### config.mk
export PLATFORM = sky130hd
export DESIGN_NAME = core_boot_ctrl
export DESIGN_NICKNAME = d
export VERILOG_FILES = /design/src/rtl/core_boot_pkg.sv /design/src/rtl/run_watchdog.sv /design/src/rtl/core_boot_ctrl.sv
export SDC_FILE = /design/constraint.sdc
export NUM_CORES = 1
export LEC_CHECK = 0
export BUFFER_PORTS_ARGS = -buffer_cell sky130_fd_sc_hd__buf_2
export CAP_MARGIN = 20
export CORE_ASPECT_RATIO = 1.1
export CORE_MARGIN = 5
export CORE_UTILIZATION = 51
export DETAILED_ROUTE_END_ITERATION = 6
export PLACE_DENSITY = 0.83
export SLEW_MARGIN = 20
export SYNTH_ARGS = -nofsm -noshare
export SYNTH_HDL_FRONTEND = slang
export SYNTH_SLANG_ARGS = --single-unit
### constraint.sdc
create_clock -name clk -period 4.2 [get_ports clk]
set_input_delay 0.21 -clock clk [delete_from_list [all_inputs] [get_ports clk]]
set_output_delay 0.21 -clock clk [all_outputs]
set_load 0.02 [all_outputs]
### src/rtl/core_boot_pkg.sv
// Shared definitions for the core boot/run controller: state encoding and
// default parameter values used by core_boot_ctrl and run_watchdog.
package core_boot_pkg;

   localparam int DATA_W_DEF   = 32;
   localparam int ADDR_W_DEF   = 10;
   localparam int RST_HOLD_DEF = 4;
   localparam int CNT_W_DEF    = 32;

   typedef enum logic [2:0] {
      ST_IDLE = 3'd0,
      ST_LOAD = 3'd1,
      ST_HOLD = 3'd2,
      ST_RUN  = 3'd3,
      ST_DONE = 3'd4
   } boot_state_e;

endpackage

### src/rtl/run_watchdog.sv
// Run-phase watchdog: saturating cycle counter, timeout compare and the
// halt-over-timeout priority decision. A timeout budget of 0 means unlimited.
module run_watchdog
   import core_boot_pkg::*;
#(
   parameter int CNT_W = CNT_W_DEF
) (
   input  logic             clk,
   input  logic             rst,
   input  logic             clear,
   input  logic             count_en,
   input  logic             halt,
   input  logic [CNT_W-1:0] timeout_cycles,
   output logic [CNT_W-1:0] count,
   output logic             halt_hit,
   output logic             timeout_hit
);

   logic [CNT_W-1:0] count_inc;
   logic             limit_reached;

   // Next count value and end-of-run decision; halt always takes priority.
   always_comb begin
      count_inc     = count;
      limit_reached = 1'b0;
      if (&count) begin
         count_inc = count;
      end else begin
         count_inc = count + CNT_W'(1);
      end
      limit_reached = (timeout_cycles != {CNT_W{1'b0}}) && (count_inc == timeout_cycles);
      halt_hit      = count_en && halt;
      timeout_hit   = count_en && !halt && limit_reached;
   end

   // Run-cycle counter: cleared on a new load, advanced every RUN cycle.
   always_ff @(posedge clk or negedge rst) begin
      if (!rst) begin
         count <= {CNT_W{1'b0}};
      end else if (clear) begin
         count <= {CNT_W{1'b0}};
      end else if (count_en) begin
         count <= count_inc;
      end else begin
         count <= count;
      end
   end

endmodule

### src/rtl/core_boot_ctrl.sv
// Load-run-report controller for the RV32I core: streams a program into
// instruction memory, holds the core in reset for RST_HOLD cycles, runs it and
// reports halt/timeout. Optional feature macro: LOADER_CHECKSUM_EN (sum of
// accepted load words on the checksum port; constant 0 when undefined).
module core_boot_ctrl
   import core_boot_pkg::*;
#(
   parameter int DATA_W   = DATA_W_DEF,
   parameter int ADDR_W   = ADDR_W_DEF,
   parameter int RST_HOLD = RST_HOLD_DEF,
   parameter int CNT_W    = CNT_W_DEF
) (
   input  logic              clk,
   input  logic              rst,
   input  logic              start,
   input  logic              abort,
   input  logic              ld_valid,
   input  logic [DATA_W-1:0] ld_data,
   input  logic              ld_last,
   output logic              ld_ready,
   output logic              imem_we,
   output logic [ADDR_W-1:0] imem_addr,
   output logic [DATA_W-1:0] imem_wdata,
   output logic              core_rst_n,
   output logic              core_en,
   input  logic              halt,
   input  logic [CNT_W-1:0]  timeout_cycles,
   output logic              busy,
   output logic              done,
   output logic              pass,
   output logic              timeout_err,
   output logic              overflow,
   output logic [ADDR_W:0]   load_count,
   output logic [CNT_W-1:0]  cycle_count,
   output logic [DATA_W-1:0] checksum
);

   localparam int HOLD_W = $clog2(RST_HOLD + 1);
   localparam logic [ADDR_W-1:0] PTR_MAX = {ADDR_W{1'b1}};

   boot_state_e       state;
   boot_state_e       state_next;
   logic [ADDR_W-1:0] wr_ptr;
   logic [HOLD_W-1:0] hold_cnt;
   logic              handshake;
   logic              clear;
   logic              ptr_full;
   logic              run_active;
   logic              halt_hit;
   logic              timeout_hit;

   // State-decoded outputs and the zero-latency write path into imem.
   always_comb begin
      ld_ready   = (state == ST_LOAD);
      handshake  = ld_ready && ld_valid;
      imem_we    = handshake;
      imem_addr  = wr_ptr;
      if (state == ST_LOAD) begin
         imem_wdata = ld_data;
      end else begin
         imem_wdata = {DATA_W{1'b0}};
      end
      run_active = (state == ST_RUN);
      core_en    = run_active;
      core_rst_n = run_active || (state == ST_DONE);
      busy       = (state == ST_LOAD) || (state == ST_HOLD) || run_active;
      done       = (state == ST_DONE);
      ptr_full   = (wr_ptr == PTR_MAX);
      clear      = start && !abort && ((state == ST_IDLE) || (state == ST_DONE));
   end

   // Next-state logic; abort overrides every other event.
   always_comb begin
      state_next = state;
      if (abort) begin
         state_next = ST_IDLE;
      end else begin
         case (state)
            ST_IDLE, ST_DONE: begin
               if (start) state_next = ST_LOAD;
               else       state_next = state;
            end
            ST_LOAD: begin
               // Filling the last address ends the load even without ld_last.
               if (handshake && (ld_last || ptr_full)) state_next = ST_HOLD;
               else                                    state_next = ST_LOAD;
            end
            ST_HOLD: begin
               if (hold_cnt == HOLD_W'(RST_HOLD - 1)) state_next = ST_RUN;
               else                                   state_next = ST_HOLD;
            end
            ST_RUN: begin
               if (halt_hit || timeout_hit) state_next = ST_DONE;
               else                         state_next = ST_RUN;
            end
            default: state_next = ST_IDLE;
         endcase
      end
   end

   // State register.
   always_ff @(posedge clk or negedge rst) begin
      if (!rst) state <= ST_IDLE;
      else      state <= state_next;
   end

   // Reset-hold timer: counts HOLD cycles, idles at zero elsewhere.
   always_ff @(posedge clk or negedge rst) begin
      if (!rst)                   hold_cnt <= {HOLD_W{1'b0}};
      else if (state == ST_HOLD)  hold_cnt <= hold_cnt + HOLD_W'(1);
      else                        hold_cnt <= {HOLD_W{1'b0}};
   end

   // Load bookkeeping: write pointer (saturates, never wraps), count, overflow.
   always_ff @(posedge clk or negedge rst) begin
      if (!rst) begin
         wr_ptr     <= {ADDR_W{1'b0}};
         load_count <= {(ADDR_W+1){1'b0}};
         overflow   <= 1'b0;
      end else if (clear) begin
         wr_ptr     <= {ADDR_W{1'b0}};
         load_count <= {(ADDR_W+1){1'b0}};
         overflow   <= 1'b0;
      end else if (handshake) begin
         load_count <= load_count + (ADDR_W+1)'(1);
         if (!ptr_full) wr_ptr <= wr_ptr + ADDR_W'(1);
         if (ptr_full && !ld_last) overflow <= 1'b1;
      end
   end

   // Result flags, held through DONE and after abort until the next start.
   always_ff @(posedge clk or negedge rst) begin
      if (!rst) begin
         pass        <= 1'b0;
         timeout_err <= 1'b0;
      end else if (clear) begin
         pass        <= 1'b0;
         timeout_err <= 1'b0;
      end else if (run_active && !abort) begin
         if (halt_hit)    pass        <= 1'b1;
         if (timeout_hit) timeout_err <= 1'b1;
      end
   end

`ifdef LOADER_CHECKSUM_EN
   // Modulo-2^DATA_W sum of every accepted load word.
   always_ff @(posedge clk or negedge rst) begin
      if (!rst)           checksum <= {DATA_W{1'b0}};
      else if (clear)     checksum <= {DATA_W{1'b0}};
      else if (handshake) checksum <= checksum + ld_data;
   end
`else
   assign checksum = {DATA_W{1'b0}};
`endif

   run_watchdog #(
      .CNT_W (CNT_W)
   ) u_watchdog (
      .clk            (clk),
      .rst            (rst),
      .clear          (clear),
      .count_en       (run_active),
      .halt           (halt),
      .timeout_cycles (timeout_cycles),
      .count          (cycle_count),
      .halt_hit       (halt_hit),
      .timeout_hit    (timeout_hit)
   );

endmodule

==> results of run 1 <==
cell families after synthesis:
kind of cell    after synthesis
fa+ha+maj                     5
simple gates                287
buf+inv                      89
xor+xnor                     52
other cells                   1
flops                        62
compound gates              164
mux                           2
worst max path at each step:
stage / to / slack (ns) / depth (start not counted)
6_report: state[0]$_DFFE_PN0P_ / 0.31 / 9
5_1_grt: state[0]$_DFFE_PN0P_ / 0.19 / 9
4_1_cts: state[0]$_DFFE_PN0P_ / 0.38 / 9
3_5_place_dp: state[0]$_DFFE_PN0P_ / 0.46 / 9
3_3_place_gp: state[0]$_DFFE_PN0P_ / 0.55 / 9
2_1_floorplan: state[0]$_DFFE_PN0P_ / 0.68 / 10
cells in the mapped netlist (all sizes together), types with 3 or more instances:
master,instances,share of area
nand2,73,0.053
dfrtp,62,0.30
o21ai,54,0.052
nor2,51,0.037
buf,45,0.061
and2,35,0.042
clkbuf,31,0.022
xnor2,31,0.052
nand4,28,0.038
nand3,23,0.024
a21oi,22,0.021
xor2,21,0.035
nor4,20,0.029
a31oi,18,0.022
inv,13,0.0093
and3,12,0.014
nor3,12,0.012
o31ai,12,0.017
or3,9,0.011
a2111oi,7,0.013
o2111ai,7,0.012
and4,6,0.010
or4,6,0.010
a22o,5,0.0084
ha,5,0.012
a21o,4,0.0058
a311oi,4,0.0067
a41oi,3,0.0050
nand2b,3,0.0036
o221ai,3,0.0050
o41ai,3,0.0050
or2,3,0.0036
sequential cells by signal (all words and copies together) (netlist names):
signal / cells
pass: 1
state: 3
load_count: 11
timeout_err: 1
u_watchdog.count: 32
hold_cnt: 3
overflow: 1
imem_addr: 10
layer usage:
layer | vias to the layer above | global-route usage
met4 | 0 | 0.102
li1 | 2662 | -
met2 | 372 | 0.499
met3 | 60 | 0.0569
met1 | 2758 | 0.408
met5 | - | 0
stage by stage:
step           total power [W]  setup slack, ns  cells  hold WS (ns)  utilization
6_report               0.00164            0.312    933        0.0196        0.625
5_1_grt                0.00171            0.191    933         0.118        0.625
4_1_cts                0.00164            0.384    933        0.0604        0.625
3_5_place_dp           0.00107            0.461    918         0.443        0.604
2_1_floorplan         0.000942            0.679    693       -0.0856            -
3_3_place_gp           0.00106            0.547    918         0.418        0.604
where the power goes:
part	internal, W	total [W]	switching (W)
sequential	0.000623	0.000677	0.0000540
combinational	0.000135	0.000386	0.000251
clock	0.000319	0.000579	0.000261
layout make-up:
cell class	count	area [µm²]	share of cell area
sequential	62	1550	0.250
inverter	13	48.8	0.00785
multi-input combinational	542	3310	0.532
clock buffer	12	165	0.0266
timing repair buffer	181	948	0.153
tap	120	150	0.0242
clock inverter	3	42.5	0.00685
==> impl_metrics.json, run 1 <==
{
  "crit_family": "simple AND/OR/NAND/NOR gates",
  "irDropWorstVdd_uv": 173,
  "drv_slew": 0,
  "power.leakage_nw": 2.91,
  "tightest_slew_ns": 1.07,
  "synth_cells": 662,
  "r2r_cells": 9,
  "synth-async-reset-ratio": 1.00,
  "yosysWarnings": 0,
  "wl_per_cell_um": 20.8,
  "arrival_ns": 4.11,
  "grt_pass1_vias": 5471,
  "crit_start": "u_watchdog.count[1]$_DFFE_PN0P_",
  "final_cell_mix": "buf_2, nand2_1, dfrtp_1, o21ai_0, nor2_1",
  "dieWidth_um": 106,
  "wl_met3_um": 1770,
  "fillCellCount": 904,
  "overflow": 0,
  "crit_fanout": 10,
  "synthSimpleGateAreaFrac": 0.296,
  "crit_buf_inv": 0,
  "grt_usage": 0.304,
  "cts_root_buffer": "clkbuf_8",
  "vias": 5852,
  "setup_viol": 0,
  "clock_latency_ns": 0.37,
  "dp_hpwl_um": 14600,
  "yosysUniqueCellTypes": 67,
  "fp.dieH_um": 116,
  "ctsResizeCount": 0,
  "wl_met1_um": 7840,
  "synth_area_um2": 5220,
  "ios": 197,
  "areaGrowthSynthToFinish_pct": 19.0,
  "synth_compound_area_frac": 0.210,
  "viasPerCell": 6.27,
  "reg2reg_slack_ns": 0.31,
  "htreeDepth": 3,
  "layout_commonest_cell": "buf_2",
  "cts_tree": "done",
  "cp_cell_sequence": "ha_1 > nand3_4 > or4_4 > o311a_1 > a2111oi_2 > nand4_1 > or4_4 > nor4_4 > o21ai_0",
  "start_util": 0.525,
  "drcViolationCount": 0,
  "coreArea_um2": 9940,
  "antenna_cells": 0,
  "ys_ff_latch": 62,
  "ys_seq_area_frac": 0.297,
  "wl_um": 19400,
  "core.rowCount": 38,
  "r2r-end": "state[0]$_DFFE_PN0P_",
  "cts_setup_buffers": 0,
  "cpMostUsedCell": "or4_4",
  "r2r-start": "u_watchdog.count[1]$_DFFE_PN0P_",
  "crit_slowest_cell": "or4_4",
  "io_buffers": 164,
  "clk_path_buf_depth": 2,
  "maxUsedRoutingLayer": "met4",
  "max_freq_mhz": 257,
  "hold_violations": 0,
  "rsz0062_at_grt": "false",
  "final_nets": 885,
  "holdBufCountCts": 0,
  "drt_iter0_drc": 482,
  "synth_edf_count": 0,
  "synth-main-ff-cell": "dfrtp_1",
  "post-route-period-util": 0.926,
  "path_class": "flop to flop",
  "drv_cap": 0,
  "grt_pass1_wl_um": 29600,
  "antenna_found_initial": 0,
  "worst_setup_path_start_kind": "flop",
  "stdcell_area_um2": 6210,
  "place_congestion": 1.00,
  "slowest_delay_ns": 0.65,
  "drtAntennaViolNets": 0,
  "synthMuxAreaShare": 0.00407,
  "min_period_ns": 3.89,
  "drive_above_1_share": 0.261,
  "grt_max_degree": 63,
  "cts-buffers-inserted": 9,
  "finClkSkew_ns": 0.0207,
  "synthXorXnorAreaFrac": 0.0872,
  "status": "complete, no violations",
  "clock_sinks": 62,
  "setup_tns_ns": 0,
  "required_ns": 4.42,
  "cts.clk_slew.worst_paths_ns": 0.09,
  "first_pass_iters": 7,
  "post_dp_cell_area_um2": 6010,
  "slew_headroom": 0.281,
  "min_path_type": "primary input to asynchronous set/reset pin",
  "synth.avg_cell_area_um2": 7.89,
  "synth_top_family_by_area": "simple AND/OR/NAND/NOR gates",
  "synth_fa_ha_area_frac": 0.0120,
  "die_area_um2": 12400,
  "powerDensity_nw_per_um2": 264,
  "end_kind": "flop",
  "met2_length_um": 9220
}
No activity file was read; power rests on OpenSTA's default activity.
==> inputs of run 2 (changes only) <==
- ABC_AREA: unset -> 1
- CORE_UTILIZATION: 51 -> 50
- PLACE_DENSITY: 0.83 -> 0.82
==> impl_metrics.json, run 2 <==
{
  "status": "complete, no violations",
  "rsz0062_at_grt": "false",
  "drv_cap": 0,
  "slew_headroom": 0.338,
  "first_pass_iters": 5,
  "areaGrowthSynthToFinish_pct": 19.7,
  "synth.most_common_cell": "nand2_1",
  "wl_per_cell_um": 15.3,
  "holdBufCountCts": 1,
  "grt_pass1_wl_um": 27000,
  "power.internal_w": 0.00106,
  "synth_top_area_cell": "dfrtp_1",
  "ys_ff_latch": 62,
  "crit_buf_inv": 1,
  "largest_reg_flops": 32,
  "start_util": 0.514,
  "grt_pass1_vias": 5470,
  "synth_cells": 841,
  "drtAntennaViolNets": 0,
  "irDropWorstVdd_uv": 269,
  "net-switching-power_w": 0.000657,
  "io_buffers": 164,
  "crit_family": "simple AND/OR/NAND/NOR gates",
  "place_congestion": 1.01,
  "cts_setup_buffers": 0,
  "combPwrFrac": 0.285,
  "setup_tns_ns": 0,
  "slowest_delay_ns": 0.54,
  "synth.avg_cell_area_um2": 6.04,
  "antenna_cells": 0,
  "p_total_w": 0.00172,
  "fillCellCount": 985,
  "clock_latency_ns": 0.36,
  "grt_max_degree": 49,
  "yosysUniqueCellTypes": 35,
  "post_dp_cell_area_um2": 5860,
  "cts.clk_slew.worst_paths_ns": 0.08,
  "path_class": "flop to flop",
  "ys_seq_area_frac": 0.305,
  "min_period_ns": 3.22,
  "top_register": "u_watchdog.count",
  "timing.hold.ws_ns": 0.0592,
  "synth_area_um2": 5080,
  "required_ns": 4.47,
  "viasPerCell": 5.18,
  "min_path_type": "primary input to flop",
  "sequentialPowerShare": 0.385,
  "clk_path_buf_depth": 2,
  "antenna_found_initial": 0,
  "end_kind": "flop",
  "cts_tree": "done",
  "pre_cts_ws_ns": 1.10,
  "p_sw_frac": 0.382,
  "yosysWarnings": 0,
  "cts_root_buffer": "clkbuf_8",
  "htreeDepth": 3,
  "dp_hpwl_um": 13700,
  "setup_viol": 0,
  "ios": 197,
  "synth_edf_count": 0,
  "drive_above_1_share": 0.196,
  "post-route-period-util": 0.766,
  "worst_slack_ns": 0.982,
  "drcViolationCount": 0,
  "coreArea_um2": 9890,
  "synth-async-reset-ratio": 1.00,
  "dieWidth_um": 106,
  "drv_slew": 0,
  "arrival_ns": 3.49,
  "overflow": 0,
  "vias": 5832,
  "tightest_slew_ns": 0.990,
  "fp.dieH_um": 116,
  "synth_top_area_share": 0.305,
  "wl_um": 17300,
  "core.rowCount": 38,
  "worst_setup_path_start_kind": "flop",
  "powerDensity_nw_per_um2": 283,
  "die_area_um2": 12300,
  "crit_fanout": 48,
  "clock_sinks": 62,
  "grt_usage": 0.277,
  "final_nets": 1077,
  "cp_cell_sequence": "ha_1 > inv_1 > nor2_4 > nand2_4 > nor2_8 > nand2_2 > nand2_1 > nand2_1 > nand2_1 > nand3_1 > nor2_1 > nand3_1 > nor2_2 > nand3_1 > a21oi_1",
  "crit_slowest_cell": "nand2_2",
  "hold_violations": 0,
  "drt_iter0_drc": 452,
  "clkPwrFrac": 0.330,
  "cts-buffers-inserted": 9,
  "ctsResizeCount": 0,
  "final_cell_mix": "nand2_1, buf_2, inv_1, nor2_1, nand3_1",
  "stdcell_area_um2": 6080,
  "power.leakage_nw": 3.49,
  "max_freq_mhz": 311,
  "finClkSkew_ns": 0.0179,
  "synth-main-ff-cell": "dfrtp_1",
  "netlist_top_cells_area": "dfrtp_1, nand2_1, inv_1, nor2_1, nand3_1",
  "synth_top_cells_by_count": "nand2_1, inv_1, nor2_1, nand3_1, dfrtp_1",
  "layout_commonest_cell": "nand2_1"
}
run 2: cell types whose count changed after synthesis, moves of 12 or more:
cell	delta
a31oi_1	-18
and2_1	-34
and3_1	-12
clkbuf_1	-20
inv_1	+127
nand2_1	+166
nand3_1	+67
nand4_1	-15
nor2_1	+82
nor4_1	-16
o21ai_0	-15
xnor2_1	-30
run 2: worst paths after layout:
kind	start	end	slack, ns	cells after the start
max in group asynchronous	rst	state[2]$_DFFE_PN0P_	2.91	3
max	u_watchdog.count[0]$_DFFE_PN0P_	state[2]$_DFFE_PN0P_	0.98	15
min	abort	state[1]$_DFFE_PN0P_	0.06	2
min reg2reg	hold_cnt[0]$_DFF_PN0_	hold_cnt[0]$_DFF_PN0_	0.45	1
min in group asynchronous	rst	u_watchdog.count[22]$_DFFE_PN0P_	0.34	2
max reg2reg	u_watchdog.count[0]$_DFFE_PN0P_	state[2]$_DFFE_PN0P_	0.98	15
run 2: layout make-up:
cell class | instances | area [µm²] | area share
clock inverter | 6 | 70.1 | 0.0115
tap | 120 | 150 | 0.0247
multi-input combinational | 620 | 2790 | 0.459
inverter | 140 | 526 | 0.0864
clock buffer | 10 | 138 | 0.0226
sequential | 62 | 1550 | 0.255
timing repair buffer | 168 | 853 | 0.140
run 2: logic make-up after synthesis:
logic type	count (synthesis)	synth area share
fa+ha+maj	5	0.0123
buf+inv	190	0.169
flops	62	0.305
simple gates	497	0.413
xor+xnor	12	0.0207
compound gates	74	0.0793
other cells	1	0.000738
run 2: power groups by stage:
stage / clock (W) / combinational (W) / sequential [W]
6_report: 0.000569 / 0.000491 / 0.000663
5_1_grt: 0.000604 / 0.000546 / 0.000669
4_1_cts: 0.000575 / 0.000492 / 0.000662
3_5_place_dp: 0 / 0.000491 / 0.000673
3_3_place_gp: 0 / 0.000483 / 0.000672
2_1_floorplan: 0 / 0.000305 / 0.000697
run 2: metrics by stage:
step,util,std cells
after floorplan,-,872
after global placement,0.593,1109
after detailed placement,0.593,1109
after CTS,0.615,1126
after global routing,0.615,1126
final,0.615,1126
run 2: routing by layer:
layer  up-vias  part of all wire  track usage
met1      2582              0.39        0.351
met3        59             0.098       0.0635
met2       328              0.48        0.458
met4         0             0.037        0.113
li1       2863                 -            -
met5         -                 0            0
==> inputs of run 3 (changes only) <==
- ABC_AREA: 1 -> 0
- CORE_UTILIZATION: 50 -> 51
- PLACE_DENSITY: 0.82 -> 0.83
- clock period: 4.2 -> 3.2 ns (I/O delays scaled with it)
==> impl_metrics.json, run 3 (synthesized netlist as in run 1, its figures left out) <==
{
  "drv_cap": 0,
  "wl_per_cell_um": 21.0,
  "drv_slew": 0,
  "io_buffers": 164,
  "power.leakage_nw": 3.26,
  "maxUsedRoutingLayer": "met4",
  "finClkSkew_ns": 0.0202,
  "clock_sinks": 62,
  "grt_max_degree": 44,
  "end_kind": "flop",
  "start_util": 0.525,
  "final_cell_mix": "buf_2, buf_4, nand2_1, dfrtp_1, o21ai_0",
  "drcViolationCount": 0,
  "reg2reg_slack_ns": 0.10,
  "power.internal_w": 0.00151,
  "min_path_type": "primary input to flop",
  "drive_above_1_share": 0.334,
  "setup_viol": 0,
  "areaGrowthSynthToFinish_pct": 31.2,
  "r2r_cells": 11,
  "first_pass_iters": 5,
  "dieWidth_um": 106,
  "met2_length_um": 9940,
  "cts_root_buffer": "clkbuf_8",
  "r2r-start": "u_watchdog.count[1]$_DFFE_PN0P_",
  "cts.clk_slew.worst_paths_ns": 0.09,
  "cts_tree": "done",
  "viasPerCell": 6.18,
  "min_from": "ld_last",
  "place_congestion": 1.08,
  "r2r-end": "timeout_err$_DFFE_PN0P_",
  "min_to": "overflow$_DFFE_PN0P_",
  "dp_hpwl_um": 16200,
  "hold_violations": 0,
  "antenna_cells": 0,
  "p_sw_frac": 0.343,
  "htreeDepth": 3,
  "irDropWorstVdd_uv": 187,
  "crit_fanout": 4,
  "p_total_w": 0.00229,
  "clkPwrFrac": 0.368,
  "min_period_ns": 3.10,
  "slew_headroom": 0.335,
  "post-route-period-util": 0.968,
  "required_ns": 3.49,
  "arrival_ns": 3.39,
  "overflow": 0,
  "sequentialPowerShare": 0.379,
  "clock_latency_ns": 0.37,
  "whs_path_depth": 4,
  "die_area_um2": 12400,
  "wl_met1_um": 8410,
  "antenna_found_initial": 0,
  "drt_iter0_drc": 647,
  "ios": 197,
  "fin_util": 0.689,
  "largest_reg_flops": 32,
  "tightest_slew_ns": 0.998,
  "grt_usage": 0.329,
  "cts-buffers-inserted": 9,
  "grt_pass1_vias": 5694,
  "clk_path_buf_depth": 2,
  "path_class": "flop to flop",
  "setup_tns_ns": 0,
  "powerDensity_nw_per_um2": 334,
  "core.rowCount": 38,
  "worst_setup_path_start_kind": "flop",
  "grt_pass1_wl_um": 31700,
  "combPwrFrac": 0.253,
  "wl_met3_um": 1930,
  "status": "complete, no violations",
  "coreArea_um2": 9940,
  "layout_commonest_cell": "buf_2",
  "vias": 6142,
  "fp.dieH_um": 116,
  "max_freq_mhz": 323,
  "net-switching-power_w": 0.000785,
  "wl_um": 20900,
  "final_nets": 945,
  "drtAntennaViolNets": 0,
  "top_register": "u_watchdog.count"
}
-- run 3: power by group through the flow --
stage | clock network, W | logic (W) | registers, W
floorplan | 0 | 0.000328 | 0.000910
global placement | 0 | 0.000560 | 0.000877
detailed placement | 0 | 0.000569 | 0.000882
CTS | 0.000839 | 0.000573 | 0.000867
global route | 0.000874 | 0.000623 | 0.000873
finish | 0.000842 | 0.000581 | 0.000868
-- run 3: layout make-up --
type,instances,area (µm²)
multi-input cells,542,3440
fillers,845,3090
flip-flops and latches,62,1560
repair buffers,241,1420
clock buffers,11,151
well taps,120,150
clock inverters,5,81.3
inverters,13,48.8
-- run 3: metal layers --
metal | global-route usage | vias to the layer above
met4 | 0.131 | 0
met1 | 0.452 | 2905
met5 | 0 | -
met2 | 0.533 | 394
li1 | - | 2790
met3 | 0.0398 | 53
-- run 3: worst max path at each step --
| stage | from | endpoint | slack [ns] |
|---|---|---|---|
| global placement | u_watchdog.count[5]$_DFFE_PN0P_ | state[2]$_DFFE_PN0P_ | 0.004 |
| finish | u_watchdog.count[1]$_DFFE_PN0P_ | timeout_err$_DFFE_PN0P_ | 0.10 |
| CTS | u_watchdog.count[5]$_DFFE_PN0P_ | state[0]$_DFFE_PN0P_ | 0.03 |
| detailed placement | u_watchdog.count[5]$_DFFE_PN0P_ | state[2]$_DFFE_PN0P_ | -0.03 |
| global route | u_watchdog.count[1]$_DFFE_PN0P_ | timeout_err$_DFFE_PN0P_ | -0.01 |
| floorplan | u_watchdog.count[2]$_DFFE_PN0P_ | state[2]$_DFFE_PN0P_ | 0.02 |
-- run 3: critical path: stages (launching register included) --
cell	delay [ns]
dfrtp_2	0.41
ha_4	0.16
nand3_4	0.09
buf_4	0.16
or3_4	0.41
nor4b_2	0.29
buf_4	0.16
xnor2_1	0.11
o2111ai_1	0.13
or4_4	0.54
nor4_4	0.38
a22o_1	0.17
-- run 3: timing repair --
item	in CTS	in global routing
buffers inserted	0	1
hold buffers	1	0
resized for setup	2	20
hold endpoints to repair	30	0
pin swaps	0	7
endpoints found under the setup margin	4	4
-- run 3: per-stage QoR --
step	hold WS, ns	area [µm²]	cells	setup slack [ns]
5_1_grt	0.146	6850	994	-0.0115
4_1_cts	0.127	6740	993	0.0261
3_5_place_dp	0.364	6480	976	-0.0286
2_1_floorplan	-0.136	5360	693	0.0244
3_3_place_gp	0.356	6480	976	0.00413
6_report	0.137	6850	994	0.103
